[config.mk]
export PLATFORM = sky130hd
export DESIGN_NAME = jk_cmd_sequencer_flat
export DESIGN_NICKNAME = d
export VERILOG_FILES = /design/src/rtl/jk_cmd_sequencer_pkg.sv /design/src/rtl/jk_cmd_sequencer_if.sv /design/src/rtl/jk_cmd_fifo.sv /design/src/rtl/jk_cmd_sequencer.sv /design/src/flat_wrapper.sv
export SDC_FILE = /design/constraint.sdc
export NUM_CORES = 1
export LEC_CHECK = 0
export CORE_MARGIN = 3
export CORE_UTILIZATION = 52
export CTS_CLUSTER_DIAMETER = 100
export DETAILED_ROUTE_END_ITERATION = 7
export GPL_ROUTABILITY_DRIVEN = 1
export HOLD_SLACK_MARGIN = 0.12
export PLACE_DENSITY = 0.76
export SYNTH_ARGS = -nofsm -noshare
export SYNTH_HDL_FRONTEND = slang
export SYNTH_SLANG_ARGS = --single-unit
[constraint.sdc]
create_clock -name clk -period 2.5 [get_ports clk]
set_input_delay 0.5 -clock clk [delete_from_list [all_inputs] [get_ports clk]]
set_output_delay 0.5 -clock clk [all_outputs]
set_load 0.01 [all_outputs]
[src/rtl/jk_cmd_sequencer_pkg.sv]
// Shared definitions for the JK latch command sequencer: op encodings,
// sequencer states and the latch's ideal next-state function.
package jk_pkg;

  localparam logic [1:0] OP_HOLD   = 2'b00;
  localparam logic [1:0] OP_RESET  = 2'b01;
  localparam logic [1:0] OP_SET    = 2'b10;
  localparam logic [1:0] OP_TOGGLE = 2'b11;

  typedef enum logic [2:0] {IDLE, SETUP, PULSE, HOLD, SAMPLE} state_t;

  // Q after exactly one enable pulse with {J,K} = op
  function automatic logic next_q(input logic [1:0] op, input logic q);
    case (op)
      OP_HOLD:  return q;
      OP_RESET: return 1'b0;
      OP_SET:   return 1'b1;
      default:  return ~q;
    endcase
  endfunction

endpackage

[src/rtl/jk_cmd_sequencer_if.sv]
// Command handshake, latch drive/feedback and response bus of the sequencer.
interface jk_cmd_sequencer_if;
  logic       cmd_valid;
  logic       cmd_ready;
  logic [1:0] cmd_op;
  logic       J;
  logic       K;
  logic       enable;
  logic       q_in;
  logic       rsp_valid;
  logic [1:0] rsp_op;
  logic       rsp_q;
  logic       rsp_err;

  modport master (
    output cmd_valid, cmd_op, q_in,
    input  cmd_ready, J, K, enable, rsp_valid, rsp_op, rsp_q, rsp_err
  );

  modport slave (
    input  cmd_valid, cmd_op, q_in,
    output cmd_ready, J, K, enable, rsp_valid, rsp_op, rsp_q, rsp_err
  );
endinterface

[src/rtl/jk_cmd_fifo.sv]
// Small synchronous FIFO of 2-bit JK ops with registered occupancy.
module jk_cmd_fifo #(
  parameter  int DEPTH = 4,
  localparam int AW    = $clog2(DEPTH),
  localparam int LW    = AW + 1
) (
  input  logic          clk,
  input  logic          rst,
  input  logic          i_push,
  input  logic [1:0]    i_data,
  input  logic          i_pop,
  output logic [1:0]    o_data,
  output logic          o_full,
  output logic          o_empty,
  output logic [LW-1:0] o_level
);

  logic [1:0]    r_mem [DEPTH];
  logic [AW-1:0] r_wr;
  logic [AW-1:0] r_rd;
  logic [LW-1:0] r_level;

  assign o_full  = (r_level == LW'(DEPTH));
  assign o_empty = (r_level == '0);
  assign o_level = r_level;
  assign o_data  = r_mem[r_rd];

  // Pointers wrap naturally since DEPTH is a power of two
  always_ff @(posedge clk) begin
    if (rst) begin
      r_wr    <= '0;
      r_rd    <= '0;
      r_level <= '0;
    end else begin
      if (i_push) r_wr <= r_wr + AW'(1);
      if (i_pop)  r_rd <= r_rd + AW'(1);
      case ({i_push, i_pop})
        2'b10:   r_level <= r_level + LW'(1);
        2'b01:   r_level <= r_level - LW'(1);
        default: r_level <= r_level;
      endcase
    end
  end

  always_ff @(posedge clk) begin
    if (i_push) r_mem[r_wr] <= i_data;
  end

endmodule

[src/rtl/jk_cmd_sequencer.sv]
// Replays queued JK ops onto a level-sensitive latch as setup/pulse/hold,
// then samples Q and compares it with a resyncing expected-Q model.
module jk_cmd_sequencer
  import jk_pkg::*;
#(
  parameter  int DEPTH        = 4,
  parameter  int PULSE_CYCLES = 2,
  localparam int LW           = $clog2(DEPTH) + 1
) (
  input  logic                clk,
  input  logic                rst,
  jk_cmd_sequencer_if.slave   bus,
  output logic                busy,
  output logic [LW-1:0]       level
);

  localparam int PC_EFF = (PULSE_CYCLES < 1) ? 1 : PULSE_CYCLES;
  localparam int CNT_W  = (PC_EFF > 1) ? $clog2(PC_EFF) : 1;

  state_t             r_state, w_state_nxt;
  logic [CNT_W-1:0]   r_cnt, w_cnt_nxt;
  logic [1:0]         r_cur, w_cur_nxt;
  logic               r_j, w_j_nxt;
  logic               r_k, w_k_nxt;
  logic               r_en, w_en_nxt;
  logic               r_rsp_valid, w_rsp_valid_nxt;
  logic [1:0]         r_rsp_op, w_rsp_op_nxt;
  logic               r_rsp_q, w_rsp_q_nxt;
  logic               r_rsp_err, w_rsp_err_nxt;
  logic               r_exp_q, w_exp_nxt;

  logic               w_push;
  logic               w_pop;
  logic               w_full;
  logic               w_empty;
  logic [1:0]         w_head;
  logic [LW-1:0]      w_level;

  assign w_push = bus.cmd_valid && !w_full;

  jk_cmd_fifo #(.DEPTH(DEPTH)) u_fifo (
    .clk     (clk),
    .rst     (rst),
    .i_push  (w_push),
    .i_data  (bus.cmd_op),
    .i_pop   (w_pop),
    .o_data  (w_head),
    .o_full  (w_full),
    .o_empty (w_empty),
    .o_level (w_level)
  );

  always_comb begin
    w_state_nxt     = r_state;
    w_cnt_nxt       = r_cnt;
    w_cur_nxt       = r_cur;
    w_j_nxt         = r_j;
    w_k_nxt         = r_k;
    w_en_nxt        = 1'b0;
    w_pop           = 1'b0;
    w_rsp_valid_nxt = 1'b0;
    w_rsp_op_nxt    = r_rsp_op;
    w_rsp_q_nxt     = r_rsp_q;
    w_rsp_err_nxt   = r_rsp_err;
    w_exp_nxt       = r_exp_q;
    case (r_state)
      // SAMPLE shares the dispatch path so back-to-back ops lose no cycle
      IDLE, SAMPLE: begin
        w_state_nxt = IDLE;
        w_j_nxt     = 1'b0;
        w_k_nxt     = 1'b0;
        if (!w_empty) begin
          w_pop       = 1'b1;
          w_cur_nxt   = w_head;
          w_j_nxt     = w_head[1];
          w_k_nxt     = w_head[0];
          w_state_nxt = SETUP;
        end
      end
      SETUP: begin
        w_en_nxt    = 1'b1;
        w_cnt_nxt   = CNT_W'(PC_EFF - 1);
        w_state_nxt = PULSE;
      end
      PULSE: begin
        if (r_cnt == '0) begin
          w_state_nxt = HOLD;
        end else begin
          w_en_nxt  = 1'b1;
          w_cnt_nxt = r_cnt - CNT_W'(1);
        end
      end
      HOLD: begin
        w_state_nxt     = SAMPLE;
        w_rsp_valid_nxt = 1'b1;
        w_rsp_op_nxt    = r_cur;
        w_rsp_q_nxt     = bus.q_in;
        w_rsp_err_nxt   = (bus.q_in != next_q(r_cur, r_exp_q));
        w_exp_nxt       = bus.q_in;
      end
      default: w_state_nxt = IDLE;
    endcase
  end

  always_ff @(posedge clk) begin
    if (rst) begin
      r_state     <= IDLE;
      r_cnt       <= '0;
      r_cur       <= OP_HOLD;
      r_j         <= 1'b0;
      r_k         <= 1'b0;
      r_en        <= 1'b0;
      r_rsp_valid <= 1'b0;
      r_rsp_op    <= OP_HOLD;
      r_rsp_q     <= 1'b0;
      r_rsp_err   <= 1'b0;
      r_exp_q     <= 1'b0;
    end else begin
      r_state     <= w_state_nxt;
      r_cnt       <= w_cnt_nxt;
      r_cur       <= w_cur_nxt;
      r_j         <= w_j_nxt;
      r_k         <= w_k_nxt;
      r_en        <= w_en_nxt;
      r_rsp_valid <= w_rsp_valid_nxt;
      r_rsp_op    <= w_rsp_op_nxt;
      r_rsp_q     <= w_rsp_q_nxt;
      r_rsp_err   <= w_rsp_err_nxt;
      r_exp_q     <= w_exp_nxt;
    end
  end

  assign bus.cmd_ready = !w_full;
  assign bus.J         = r_j;
  assign bus.K         = r_k;
  assign bus.enable    = r_en;
  assign bus.rsp_valid = r_rsp_valid;
  assign bus.rsp_op    = r_rsp_op;
  assign bus.rsp_q     = r_rsp_q;
  assign bus.rsp_err   = r_rsp_err;
  assign busy          = (r_state != IDLE) || !w_empty;
  assign level         = w_level;

endmodule

[src/flat_wrapper.sv]
// flat-port wrapper written by rule: the top's interface ports become plain ports
module jk_cmd_sequencer_flat import jk_pkg::*;
#(
  parameter  int DEPTH        = 4,
  parameter  int PULSE_CYCLES = 2,
  localparam int LW           = $clog2(DEPTH) + 1
)
  (clk, rst, busy, level, bus_cmd_valid, bus_cmd_op, bus_q_in, bus_cmd_ready, bus_J, bus_K, bus_enable, bus_rsp_valid, bus_rsp_op, bus_rsp_q, bus_rsp_err);
  jk_cmd_sequencer_if bus_i ();
  input  logic clk;
  input  logic rst;
  output logic busy;
  output logic [LW-1:0] level;
  input wire logic [$bits(bus_i.cmd_valid)-1:0] bus_cmd_valid;
  input wire logic [$bits(bus_i.cmd_op)-1:0] bus_cmd_op;
  input wire logic [$bits(bus_i.q_in)-1:0] bus_q_in;
  output wire logic [$bits(bus_i.cmd_ready)-1:0] bus_cmd_ready;
  output wire logic [$bits(bus_i.J)-1:0] bus_J;
  output wire logic [$bits(bus_i.K)-1:0] bus_K;
  output wire logic [$bits(bus_i.enable)-1:0] bus_enable;
  output wire logic [$bits(bus_i.rsp_valid)-1:0] bus_rsp_valid;
  output wire logic [$bits(bus_i.rsp_op)-1:0] bus_rsp_op;
  output wire logic [$bits(bus_i.rsp_q)-1:0] bus_rsp_q;
  output wire logic [$bits(bus_i.rsp_err)-1:0] bus_rsp_err;
  assign bus_i.cmd_valid = bus_cmd_valid;
  assign bus_i.cmd_op = bus_cmd_op;
  assign bus_i.q_in = bus_q_in;
  assign bus_cmd_ready = bus_i.cmd_ready;
  assign bus_J = bus_i.J;
  assign bus_K = bus_i.K;
  assign bus_enable = bus_i.enable;
  assign bus_rsp_valid = bus_i.rsp_valid;
  assign bus_rsp_op = bus_i.rsp_op;
  assign bus_rsp_q = bus_i.rsp_q;
  assign bus_rsp_err = bus_i.rsp_err;
  jk_cmd_sequencer #(.DEPTH(DEPTH), .PULSE_CYCLES(PULSE_CYCLES)) u_core (.clk(clk), .rst(rst), .bus(bus_i), .busy(busy), .level(level));
endmodule
Yosys cells after proc, flatten, opt, wreduce, memory -nomap -nowiden --
Memories as Yosys holds them, arrays and structs flattened. A register that Yosys moved wholly into a read port is not among the register bits. Cells that the tools add are included.
Storage, ports and cells: bits of input ports 6, flip-flop bits (word level) 21, RAM bits 8, memories kept 1
Operators by class: eq/ne operators 11, mux-type cells 19, add/subtract/negate cells 5, reductions and logical operators 12, bitwise gates (word level) 2
Memory list:
- u_core.u_fifo.r_mem | words 4, bits a word 2, read ports 1, clocked after Yosys merged registers in 1, write ports 1, line jk_cmd_fifo.sv:18 | logic [1:0] r_mem [DEPTH];
Operators with widths (number):
- $pmux W3 S4 | 1
- $mux W1 | 11
- $eq A3 B2 Y1 const B | 2
- $eq A3 B3 Y1 const B | 2
- $logic_not A3 Y1 | 2
- $pmux W3 S2 | 1
- $add A2 B1 Y2 const B | 2
- $eq A2 B1 Y1 const B | 2
- $eq A2 B2 Y1 const B | 2
- $mux W2 | 2
- $pmux W1 S2 | 2
- $reduce_bool A2 Y1 | 2
- $add A3 B1 Y3 const B | 1
- $eq A3 B1 Y1 const B | 1
- $mux W3 | 1
- $pmux W1 S3 | 1
- $reduce_bool A3 Y1 | 1
- $sub A3 B1 Y3 const B | 1
- $logic_not A1 Y1 | 2
- $logic_not A2 Y1 | 1
- $ne A2 B2 Y1 const B | 1
- $not A1 Y1 | 2
- $reduce_and A2 Y1 | 1
- $reduce_or A2 Y1 | 1
- 4 further kinds | 4

Depth between registers and ports, before layout --
depth after elaboration 5, mapped depth 10

Hierarchy --
From an unflattened synthesis, not the netlist that was laid out.
Second synthesis, totals: cells, all modules 119, area total of the unflattened synthesis 1293.7 µm²
By module, submodules not included:
- jk_cmd_fifo | cells each 57, area an instance 719.4 µm², instances 1
- jk_cmd_sequencer | cells each 62, area an instance 574.3 µm², instances 1

Worst setup path after synthesis --
No wires, ideal clock.
path type reg-to-reg, start point register u_core.u_fifo.r_level[2] (netlist: u_core.u_fifo.o_level[2]), end point register u_core.u_fifo.r_level[2] (netlist: u_core.u_fifo.o_level[2]), data arrival time 2.138 ns, path slack 0.291 ns, stages on the path, launching flop included 10, path buffers 1, clock period less this slack 2.209 ns, required time 2.429 ns, path through dfxtp_1 -> or3b_1 -> buf_2 -> nand2_1 -> ha_1 -> inv_1 -> fa_1 -> xor2_1 -> or3_1 -> a21oi_1
On the way: cells in the longest elaborated chain, start to end 5, elaborated cells on any way between the ends 12, classes of those cells add/sub (2); eq/ne (3); mux (3); reduce/logical (4)
RTL lines:
- from (decl) | line jk_cmd_fifo.sv:21 | logic [LW-1:0] r_level;
- from (signal assigned) | line jk_cmd_fifo.sv:38 | 2'b10: r_level <= r_level + LW'(1);
- from (signal assigned) | line jk_cmd_fifo.sv:39 | 2'b01: r_level <= r_level - LW'(1);
- from (signal assigned) | line jk_cmd_fifo.sv:40 | default: r_level <= r_level;
- $eq A3 B3 Y1 (*) | line jk_cmd_fifo.sv:23 | assign o_full = (r_level == LW'(DEPTH));
- $logic_not A1 Y1 (*)
- named net bus_cmd_ready | line flat_wrapper.sv:17 | output wire logic [$bits(bus_i.cmd_ready)-1:0] bus_cmd_ready;
- $logic_and A1 B1 Y1 (*) | line jk_cmd_sequencer.sv:39 | assign w_push = bus.cmd_valid && !w_full;
- $eq A2 B1 Y1 or $eq A2 B2 Y1 (tied branches) | line jk_cmd_fifo.sv:37 | case ({i_push, i_pop})
- $pmux W3 S2 or $reduce_bool A2 Y1 (tied branches)
Mark *: on every way through the listed nets, which the timed path passes. The rest lies on a longest branch. A chain may end at the register's enable or synchronous reset.

Worst setup path after layout --
start point register u_core.u_fifo.r_level[2] (netlist: u_core.u_fifo.o_level[2]), end point output bus_cmd_ready
On the way: cells in the longest elaborated chain, start to end 2
RTL lines:
- $eq A3 B3 Y1 | line jk_cmd_fifo.sv:23
- $logic_not A1 Y1 | line jk_cmd_sequencer.sv:133 | assign bus.cmd_ready = !w_full;
- to (decl) | line flat_wrapper.sv:17
No other way between the ends.

==> implementation parameters <==
Parameter                              Value

Yosys
  Number of storage elements in the synthesis netlist    31
  Number of warnings printed during yosys synthesis    0
  Adder-cell share of the synthesized area    6.346%
  Synthesized-area fraction occupied by ao, oa, aoi and oai cells    10.58%
  Fraction of synthesized area in multiplexers    6.635%
  Cell Area, Synth    1301 µm²
  Post-Synth Simple-Gate Area    15.96%
  Fraction of the yosys area taken by sequential cells    53.85%
  Post-synthesis average cell area    10.58 µm²
  Dominant combinational cell family by area after synthesis    simple AND/OR/NAND/NOR gates
  Syn_nets    135
  Number of enable-type register cells in the synthesized netlist    8
  Flip-flop cell with the highest count after synthesis    sky130_fd_sc_hd__dfxtp_1
  Xor and xnor fraction of the mapped netlist area    2.019%
  Post-synthesis instance total    123
  Count of cell types in the netlist    32
  Asr flop ratio synth    0%

Placed design
  Final weighted congestion in routability-driven placement    0.7385
  Number of I/O port buffers    18
  Dpl hpwl    1.811 mm

STA
  Worst slew pin tran    0.4352 ns
  Final worst-path cycle share    91.11%
  Relative slew slack    70.90%
  Final TNS setup    0 ns
  Worst slack on hold paths    0.4563 ns
  Achievable clock frequency    0.4390 GHz
  # setup viols final    0
  Hold Violations, Final    0
  Clk_skew    0.008258 ns
  Final-report max-slew violation count    0
  Setup repair after global routing missed its margin    no
  Min Tclk post-route    2.278 ns

Critical path
  Critical Path Fanout Max    9
  Setup crit start kind    flip-flop
  Critical path data required time    2.00 ns
  Critical setup path kind    reg2out
  CP endpoint kind    output port
  Arrival @ worst endpoint    1.78 ns

Final layout
  Area overhead of the layout relative to synthesis    20.38%
  Ant diodes    0
  Net total in the final layout    158
  Multi-input gate area in the final layout    540.5 µm²
  Fillcell total    193
  Share of layout cells above drive strength 1    10.20%
  Area occupied by registers    700.7 µm²

Die
  Die Y    56.03 µm
  Chip width    56.03 µm
  CORE AREA    2297 µm²
  Cell Rows    17
  Starting Density    56.64%
  Top-level I/O count    19
  Die area    3139 µm²

CTS
  Hold Buf Count CTS    0
  Post-CTS sizing    0
  TritonCTS clock tree    yes
  Cell chosen for the clock root    sky130_fd_sc_hd__clkbuf_4
  Number of sinks driven by the clock tree    31
  Clock Latency Late Sink    0.32 ns
  Number of CTS-inserted buffers    5
  Number of levels in the clock H-tree    2
  Buffer depth of the longest clock path    2
  Post-CTS Setup Inserts    0
  Clk pin slew, worst setup/hold paths    0.09 ns

Route
  DRT Pass-1 Iters    4
  Average via count per standard cell    5.389
  Routed wire length per instance    13.98 µm
  Final ANT Viol Nets    0
  Total wire length after detailed routing    2.446 mm
  Total DRC errors in the routed layout    0
  Routed vias    943
  Number of design-rule violations left by the first detailed-router iteration    17

GRT
  Largest net degree at the start of global routing    14
  Total gr overflow    0
  Wire length of the first global-routing pass    4.278 mm
  Total routing resource utilization after global routing    17.38%
  Initial antenna violation count    0
  Number of global-route vias before repair    998

Power and ir drop
  Share of total power in combinational logic    41.3%
  Power per unit of standard cell area    1080 nW/µm²
  Clock share of power    15.4%
  Worst-case vdd ir drop    0.0009032 V
  Cell leakage power    0.6104 nW
  Fraction of power spent switching nets    35.65%
  Sequential share of power    43.2%
  Net Sw Power    602.9 µW
  Internal Power    1.088 mW

Hold path
  Hold/Removal Path Class    reg2reg

Flow run
  Number of violations of the max-capacitance limit    0

Run status
  Status    finished, final reports clean
==> cells in the final DEF, fill, tap and decap left out, drive strengths merged, types with 2 or more instances in the layout <==
| cell | count |
|---|---|
| a21o | 2 |
| a21oi | 11 |
| and3 | 4 |
| buf | 5 |
| clkbuf | 7 |
| clkdlybuf4s50 | 18 |
| dfxtp | 23 |
| edfxtp | 8 |
| ha | 5 |
| inv | 6 |
| mux2i | 3 |
| mux4 | 2 |
| nand2 | 5 |
| nand3 | 4 |
| nand3b | 2 |
| nor2 | 13 |
| nor2b | 3 |
| nor3 | 3 |
| o21ai | 6 |
| or3 | 4 |
| xor2 | 2 |
==> cells by family after synthesis <==
logic type                 Yosys count
adders and majority gates            6
xor gates and xnor gates             3
buffers and inverters               13
and+or+nand+nor                     41
AOI/OAI and AO/OA                   23
muxes                                6
DFF                                 31
==> area by class of cell <==
type                       instances  area share [%]
tap                               28           2.236
clock inverter                     1          0.3195
clock buffer                       7           2.875
inverter                           6           1.438
multi-input combinational         79           34.50
timing repair buffer              23           13.90
sequential                        31           44.73
==> sequential cells by signal, summed over array words and instances, names as in the netlist, named ones only <==
register / cells
u_core.r_cur: 2
u_core.bus.rsp_valid: 1
u_core.bus.rsp_op: 2
u_core.bus.K: 1
u_core.u_fifo.r_wr: 2
u_core.u_fifo.r_mem: 8
u_core.bus.rsp_err: 1
u_core.bus.J: 1
u_core.bus.rsp_q: 1
u_core.r_state: 3
u_core.r_cnt: 1
u_core.u_fifo.o_level: 3
u_core.bus.enable: 1
u_core.u_fifo.r_rd: 2
==> per-stage QoR <==
step                      std cells  cell area [µm²]  power (mW)  util (%)  worst slack, ns
after detailed placement        167             1516       1.437     66.01           0.1583
after global routing            175             1567       1.826     68.19           0.1310
final                           175             1567       1.691     68.19           0.2223
after CTS                       175             1567       1.707     68.19           0.2216
after floorplan                 123             1301       1.182         -           0.2915
after global placement          167             1516       1.396     66.01           0.2827
==> synthesized netlist by cell type (3+ instances only) <==
library cell | n | share of area (%)
sky130_fd_sc_hd__nand3_1 | 4 | 1.5
sky130_fd_sc_hd__inv_1 | 6 | 1.7
sky130_fd_sc_hd__and3_1 | 4 | 1.9
sky130_fd_sc_hd__edfxtp_1 | 8 | 18
sky130_fd_sc_hd__a21oi_1 | 11 | 4.2
sky130_fd_sc_hd__nand2_1 | 5 | 1.4
sky130_fd_sc_hd__dfxtp_1 | 23 | 35
sky130_fd_sc_hd__buf_2 | 3 | 1.2
sky130_fd_sc_hd__nor2_1 | 13 | 3.8
sky130_fd_sc_hd__mux2i_1 | 3 | 2.3
sky130_fd_sc_hd__or3_1 | 4 | 1.9
sky130_fd_sc_hd__o21ai_0 | 6 | 2.3
sky130_fd_sc_hd__ha_1 | 5 | 4.8
sky130_fd_sc_hd__nor3_1 | 3 | 1.2
sky130_fd_sc_hd__nor2b_1 | 3 | 1.4
==> critical path: stages (launching register included) <==
cell	delay, ns
sky130_fd_sc_hd__dfxtp_1	0.42
sky130_fd_sc_hd__or3b_1	0.39
sky130_fd_sc_hd__buf_4	0.18
sky130_fd_sc_hd__clkdlybuf4s50_1	0.48
==> final timing paths <==
check                                               from                       end  slack (ns)  cells after the start
worst min-delay path                        u_core.bus.J              u_core.bus.J        0.46                      2
worst max-delay path            u_core.u_fifo.o_level[2]             bus_cmd_ready        0.22                      3
worst min register to register              u_core.bus.J              u_core.bus.J        0.46                      2
worst max register to register  u_core.u_fifo.o_level[2]  u_core.u_fifo.o_level[2]        0.26                      8
==> per-layer routing <==
layer	wire [µm]	track usage, %	vias up
met5	0	0	-
met2	1184	28.88	20
met3	97	4.640	7
met1	1101	20.15	438
met4	61	9.492	0
li1	-	-	478
==> power by group through the flow <==
stage          logic, mW  clock network, mW  registers [mW]
2_1_floorplan      0.469                  0           0.712
3_3_place_gp       0.664                  0           0.732
5_1_grt            0.778              0.298           0.750
3_5_place_dp       0.697                  0           0.740
4_1_cts            0.704              0.275           0.728
6_report           0.699              0.261           0.731
(Power assumes the default switching activity.)
